--- config.mk ---
export PLATFORM = sky130hd
export DESIGN_NAME = cpu_control_unit
export DESIGN_NICKNAME = d
export VERILOG_FILES = /design/src/rtl/cpu_control_unit.sv
export SDC_FILE = /design/constraint.sdc
export NUM_CORES = 1
export LEC_CHECK = 0
export CAP_MARGIN = 0
export CORE_MARGIN = 2
export CORE_UTILIZATION = 47
export CTS_BUF_LIST = sky130_fd_sc_hd__clkbuf_2 sky130_fd_sc_hd__clkbuf_4 sky130_fd_sc_hd__clkbuf_8
export CTS_CLUSTER_SIZE = 25
export DETAILED_ROUTE_END_ITERATION = 8
export GPL_TIMING_DRIVEN = 0
export PLACE_DENSITY = 0.76
export SETUP_SLACK_MARGIN = 0.05
export SLEW_MARGIN = 10
export SYNTH_ARGS = -nofsm -noshare
export SYNTH_HDL_FRONTEND = slang
export SYNTH_SLANG_ARGS = --single-unit
--- constraint.sdc ---
create_clock -name clk -period 1.5 [get_ports clk]
set_input_delay 0.225 -clock clk [delete_from_list [all_inputs] [get_ports clk]]
set_output_delay 0.225 -clock clk [all_outputs]
set_load 0.005 [all_outputs]
--- src/rtl/cpu_control_unit.sv ---
// Multicycle fetch/decode/execute controller for the 8-bit CPU: owns pc, ir, a 4x8 register file and zflag.
// Latency: NOP/HALT 2 cycles, ADD/SUB 3 cycles, LDI/JZ 4 cycles, OUT 3 cycles plus any out_ready stall.
// Backpressure: OUT holds in OUTW with out_valid high and out_data stable until out_ready is seen at a clock edge.
module cpu_control_unit #(
   parameter logic [7:0] RESET_PC = 8'h00
) (
   input  logic       clk,
   input  logic       rst_n,
   output logic [7:0] imem_addr,
   input  logic [7:0] imem_rdata,
   output logic [7:0] alu_a,
   output logic [7:0] alu_b,
   output logic [2:0] alu_opcode,
   input  logic [7:0] alu_result,
   input  logic       alu_zero,
   output logic [7:0] out_data,
   output logic       out_valid,
   input  logic       out_ready,
   output logic       zflag,
   output logic       halted
);

   typedef enum logic [2:0] {
      S_FETCH  = 3'd0,
      S_DECODE = 3'd1,
      S_EXEC   = 3'd2,
      S_IMM_A  = 3'd3,
      S_IMM_D  = 3'd4,
      S_OUTW   = 3'd5,
      S_HALT   = 3'd6
   } state_t;

   localparam logic [1:0] OP_ADD = 2'b00;
   localparam logic [1:0] OP_SUB = 2'b01;
   localparam logic [1:0] OP_LDI = 2'b10;
   localparam logic [1:0] SUB_NOP = 2'b00;
   localparam logic [1:0] SUB_JZ  = 2'b01;
   localparam logic [1:0] SUB_OUT = 2'b10;

   state_t     state_q, state_d;
   logic [7:0] pc_q, pc_d;
   logic [7:0] ir_q, ir_d;
   logic [7:0] regs_q [4];
   logic [7:0] regs_d [4];
   logic       zflag_q, zflag_d;
   logic       out_valid_q, out_valid_d;
   logic [7:0] out_data_q, out_data_d;

   // Fields of the byte arriving from memory while in DECODE (ir is not loaded yet).
   logic [1:0] dec_op, dec_rd, dec_sub;
   assign dec_op  = imem_rdata[7:6];
   assign dec_rd  = imem_rdata[5:4];
   assign dec_sub = imem_rdata[1:0];

   // pc always addresses memory; the ALU sees the latched instruction's operands every cycle.
   assign imem_addr  = pc_q;
   assign alu_a      = regs_q[ir_q[5:4]];
   assign alu_b      = regs_q[ir_q[3:2]];
   assign alu_opcode = {2'b00, ir_q[6]};
   assign out_data   = out_data_q;
   assign out_valid  = out_valid_q;
   assign zflag      = zflag_q;
   assign halted     = (state_q == S_HALT);

   // Architectural state; an asserted reset discards any in-flight instruction without writeback.
   always_ff @(posedge clk or negedge rst_n) begin
      if (!rst_n) begin
         state_q     <= S_FETCH;
         pc_q        <= RESET_PC;
         ir_q        <= 8'h00;
         zflag_q     <= 1'b0;
         out_valid_q <= 1'b0;
         out_data_q  <= 8'h00;
         for (int i = 0; i < 4; i++) regs_q[i] <= 8'h00;
      end else begin
         state_q     <= state_d;
         pc_q        <= pc_d;
         ir_q        <= ir_d;
         zflag_q     <= zflag_d;
         out_valid_q <= out_valid_d;
         out_data_q  <= out_data_d;
         regs_q      <= regs_d;
      end
   end

   // Next-state and datapath updates for each phase of an instruction.
   always_comb begin
      state_d     = state_q;
      pc_d        = pc_q;
      ir_d        = ir_q;
      zflag_d     = zflag_q;
      out_valid_d = out_valid_q;
      out_data_d  = out_data_q;
      regs_d      = regs_q;
      case (state_q)
         S_FETCH: state_d = S_DECODE;
         S_DECODE: begin
            ir_d = imem_rdata;
            pc_d = pc_q + 8'd1;
            case (dec_op)
               OP_ADD, OP_SUB: state_d = S_EXEC;
               OP_LDI:         state_d = S_IMM_A;
               default: begin
                  case (dec_sub)
                     SUB_NOP: state_d = S_FETCH;
                     SUB_JZ:  state_d = S_IMM_A;
                     SUB_OUT: begin
                        // Capture the data on entry so it cannot move while valid is up.
                        out_valid_d = 1'b1;
                        out_data_d  = regs_q[dec_rd];
                        state_d     = S_OUTW;
                     end
                     default: state_d = S_HALT;
                  endcase
               end
            endcase
         end
         S_EXEC: begin
            regs_d[ir_q[5:4]] = alu_result;
            zflag_d           = alu_zero;
            state_d           = S_FETCH;
         end
         S_IMM_A: state_d = S_IMM_D;
         S_IMM_D: begin
            if (ir_q[7:6] == OP_LDI) begin
               regs_d[ir_q[5:4]] = imem_rdata;
               pc_d              = pc_q + 8'd1;
            end else if (ir_q[1:0] == SUB_JZ) begin
               pc_d = zflag_q ? imem_rdata : pc_q + 8'd1;
            end
            state_d = S_FETCH;
         end
         S_OUTW: begin
            if (out_ready) begin
               out_valid_d = 1'b0;
               state_d     = S_FETCH;
            end
         end
         S_HALT: state_d = S_HALT;
         default: state_d = S_FETCH;
      endcase
   end

endmodule
==> summary.md <==
| Metric | Value |
|---|---|
| Final nets | `447` |
| Multi-input gate area in the final layout | `2140 um2` |
| Die ar. | `7910 um2` |
| Source of the worst register-to-register timing path | `state_q[2]` |
| Min Tclk post-route | `1.88 ns` |
| Router iterations before antenna repair | `5` |
| Ports | `58` |
| Critical path class | `reg -> out` |
| Sequential Power Share | `28.7%` |
| Final core occ | `78.0%` |
| Clock Latency Late Sink | `0.37 ns` |
| Hold path startpoint | `imem_rdata[0]` |
| DRC | `0` |
| Buf/Inv on CP | `3` |
| Net Sw Frac | `38.8%` |
| MaxCap Viol Count | `0` |
| Hold Crit Class | `in -> reg` |
| Routability Congestion | `0.855` |
| Int Pwr | `0.00715 W` |
| Yosys top cell by area | `dfrtp_1` |
| Setup Viol. Count Final | `75` |
| DRT antenna net count | `0` |
| Layout overhead on the synthesized area | `58.1%` |
| Die X | `88.9 um` |
| FF+latch area | `1530 um2` |
| Total grt overflow | `0` |
| Placeable Area | `6870 um2` |
| Main flop type after synthesis | `dfrtp_1` |
| Yosys cell types | `47` |
| Global-route wire length before repair | `17,400 um` |
| CTS tree | `built` |
| Max VDD drop | `0.00119 V` |
| Pwr/cell area | `2180 nW/um2` |
| Critical Path, Cell by Cell | `buf_12, buf_6, mux4_2, buf_2` |
| Layout fillers | `407` |
| DR iter-0 viols | `254` |
| Slew HR | `46.5%` |
| Vias in the first global route | `3,256` |
| IO Port Bufs | `55` |
| Share of layout cells above drive strength 1 | `52.5%` |
| Net Sw Power | `0.00452 W` |
| Clock power frac | `13.4%` |
| Sink Count | `61` |
| Antenna violations before repair | `0` |
| Arrival @ worst endpoint | `1.66 ns` |
| Failing checks | `setup timing` |
| Detailed Place HPWL | `5720 um` |
| Inserted Diodes | `0` |
| Final hold violations | `0` |
| Ys Warns | `0` |
| CP startpoint | `ir_q[4]` |
| Final Max Tran Viols | `0` |
| Initial Util | `49.3%` |
| Final Cycle Share | `125%` |
| Part of the Yosys area used for sequential elements | `45.0%` |
| Post-synth EDFFs | `0` |
| Endpoint class of the critical path | `output pin` |
| DR vias | `3,227` |
| CTS root buffer | `clkbuf_8` |
| RSZ-0062 raised after global routing | `yes` |
| FFs w/ async S/R, synth | `100%` |
| WL final | `11,900 um` |
| P_leak | `2.53 nW` |
| Outcome | `finished with violations` |
| CTS Buffer Depth | `2` |
| Die Ht | `88.9 um` |
| Total CTS buffers | `9` |
| WL per Instance | `22.8 um` |
| WP data required | `1.27 ns` |
| Synthesized area | `3390 um2` |
| Crit path max-delay family | `multiplexers` |
| Row Count | `30` |
| Routed vias/inst | `6.17` |
| Final WS setup | `-0.381 ns` |
| Final Hold Slack | `0.275 ns` |
| Synth Instances | `297` |
| Top cells by area, synth | `dfrtp_1, mux4_2, nand2_1` |
| Worst Tran Pin Value | `0.803 ns` |
| Crit path max-delay cell type | `mux4_2` |
| Mean post-synth cell area | `11.4 um2` |
| Largest net degree at the start of global routing | `62` |
| Skew final | `0.0140 ns` |
| CP Max Fanout | `5` |
| Clock-pin slew on the worst setup and hold paths | `0.07 ns` |
| Logic pwr share | `58.0%` |
| CP peak stage delay | `0.48 ns` |
| Yosys reg bits | `61` |
| Highest clock rate | `532 MHz` |
| Share of the synthesized area in the top cell type | `45.0%` |
| CP startpoint kind | `flip-flop` |
| GRT Util Overall | `30.6%` |
| Max H-tree Level | `3` |
==> power groups by stage <==
stage	Clock [W]	Sequential (W)	Combinational, W
floorplan	0	0.00305	0.00279
global placement	0	0.00315	0.00462
detailed placement	0	0.00325	0.00474
CTS	0.00151	0.00325	0.00621
global route	0.00162	0.00341	0.00717
finish	0.00156	0.00335	0.00677
==> area by class of cell <==
class | count | share of cell area [%]
multi-input combinational | 212 | 40.0
sequential | 61 | 28.6
timing repair buffer | 114 | 20.9
buffer | 20 | 4.18
clock buffer | 11 | 2.83
tap | 96 | 2.24
clock inverter | 4 | 0.887
inverter | 5 | 0.350
==> timing repair <==
item | CTS | global route
setup buffers | 44 | 12
gates cloned | 8 | 0
endpoints found under the setup margin | 85 | 91
hold endpoints to repair | 56 | 0
hold buffers | 1 | 0
gates resized for setup | 235 | 52
pin swaps | 48 | 21
==> cell usage after synthesis, drive strengths merged (2+ instances only) <==
cell type / n
mux2i: 15
ha: 4
nor2b: 4
a22oi: 3
dfrtp: 61
nor3: 6
o21ai: 41
nand2b: 2
mux4: 24
nand2: 56
buf: 20
nor2: 10
nor3b: 2
mux2: 9
inv: 5
o2bb2ai: 3
o22ai: 5
nand3: 6
==> worst reg2reg max path, stage by stage, from the launching register on <==
cell and delay [ns]:
dfrtp_1 0.41, buf_6 0.14, or3_4 0.37, buf_8 0.15, nor2_4 0.24, mux2_4 0.33
==> path summary, 6_finish.rpt <==
kind | slack, ns | cells after the start | endpoint
hold / removal | 0.27 | 3 | ir_q[0]
min in group asynchronous | 0.49 | 2 | out_data[4]
setup reg to reg | -0.25 | 5 | out_data[0]
hold reg to reg | 0.51 | 1 | out_data[2]
setup / recovery | -0.38 | 4 | alu_a[7]
max in group asynchronous | 0.43 | 2 | ir_q[4]
==> state kept, by name (all words and copies together) (netlist names) <==
register	count
regs_q	32
imem_addr	8
ir_q	8
out_data	8
state_q	3
out_valid	1
zflag	1
==> logic make-up after synthesis <==
family	after synthesis	synth area share, %
adders and majority gates	4	1.48
muxes	48	23.4
AOI/OAI and AO/OA	63	12.0
buffers and inverters	26	4.69
DFF	61	45.0
other	1	0.111
and+or+nand+nor	94	13.3
==> placed cells by master (no fill, tap or decap), types with 3 or more instances in the layout <==
cell | synthesis | final
inv_1 | 4 | 3
mux2i_1 | 15 | 5
buf_6 | 4 | 38
mux2i_4 | 0 | 9
nor2_1 | 9 | 8
dlymetal6s2s_1 | 0 | 16
o21ai_1 | 0 | 19
clkdlybuf4s50_1 | 0 | 17
o21ai_2 | 3 | 16
mux4_2 | 24 | 24
nand2_2 | 0 | 11
dfrtp_1 | 61 | 55
o21ai_0 | 38 | 3
buf_12 | 0 | 6
nor3_1 | 6 | 4
clkbuf_8 | 0 | 11
ha_1 | 4 | 4
buf_2 | 10 | 16
o21ai_4 | 0 | 3
nand3_1 | 6 | 4
o22ai_2 | 0 | 5
nand2_1 | 56 | 44
dfrtp_2 | 0 | 6
a22oi_2 | 0 | 3
dlygate4sd2_1 | 0 | 4
buf_8 | 0 | 4
mux2_4 | 0 | 8
buf_4 | 5 | 31
==> stage by stage <==
stage / area (um2) / power [W] / cells / TNS, ns / worst slack [ns]
detailed placement: 4060 / 0.00799 / 449 / -18.28 / -0.565
floorplan: 3390 / 0.00584 / 298 / -0.875 / -0.111
CTS: 5140 / 0.0110 / 516 / -7.09 / -0.355
global placement: 4060 / 0.00777 / 449 / -122.89 / -1.75
global route: 5360 / 0.0122 / 523 / -13.58 / -0.411
finish: 5360 / 0.0117 / 523 / -10.49 / -0.381
==> metal layers <==
layer  up-vias  part of all wire (%)  global-route usage, %
li1       1342                     -                      -
met1      1630                    35                   35.9
met2       210                    53                   53.9
met3        45                   8.0                   6.65
met4         0                   3.6                   13.9
met5         -                     0                      0
Power figures use the tool's default switching activity.
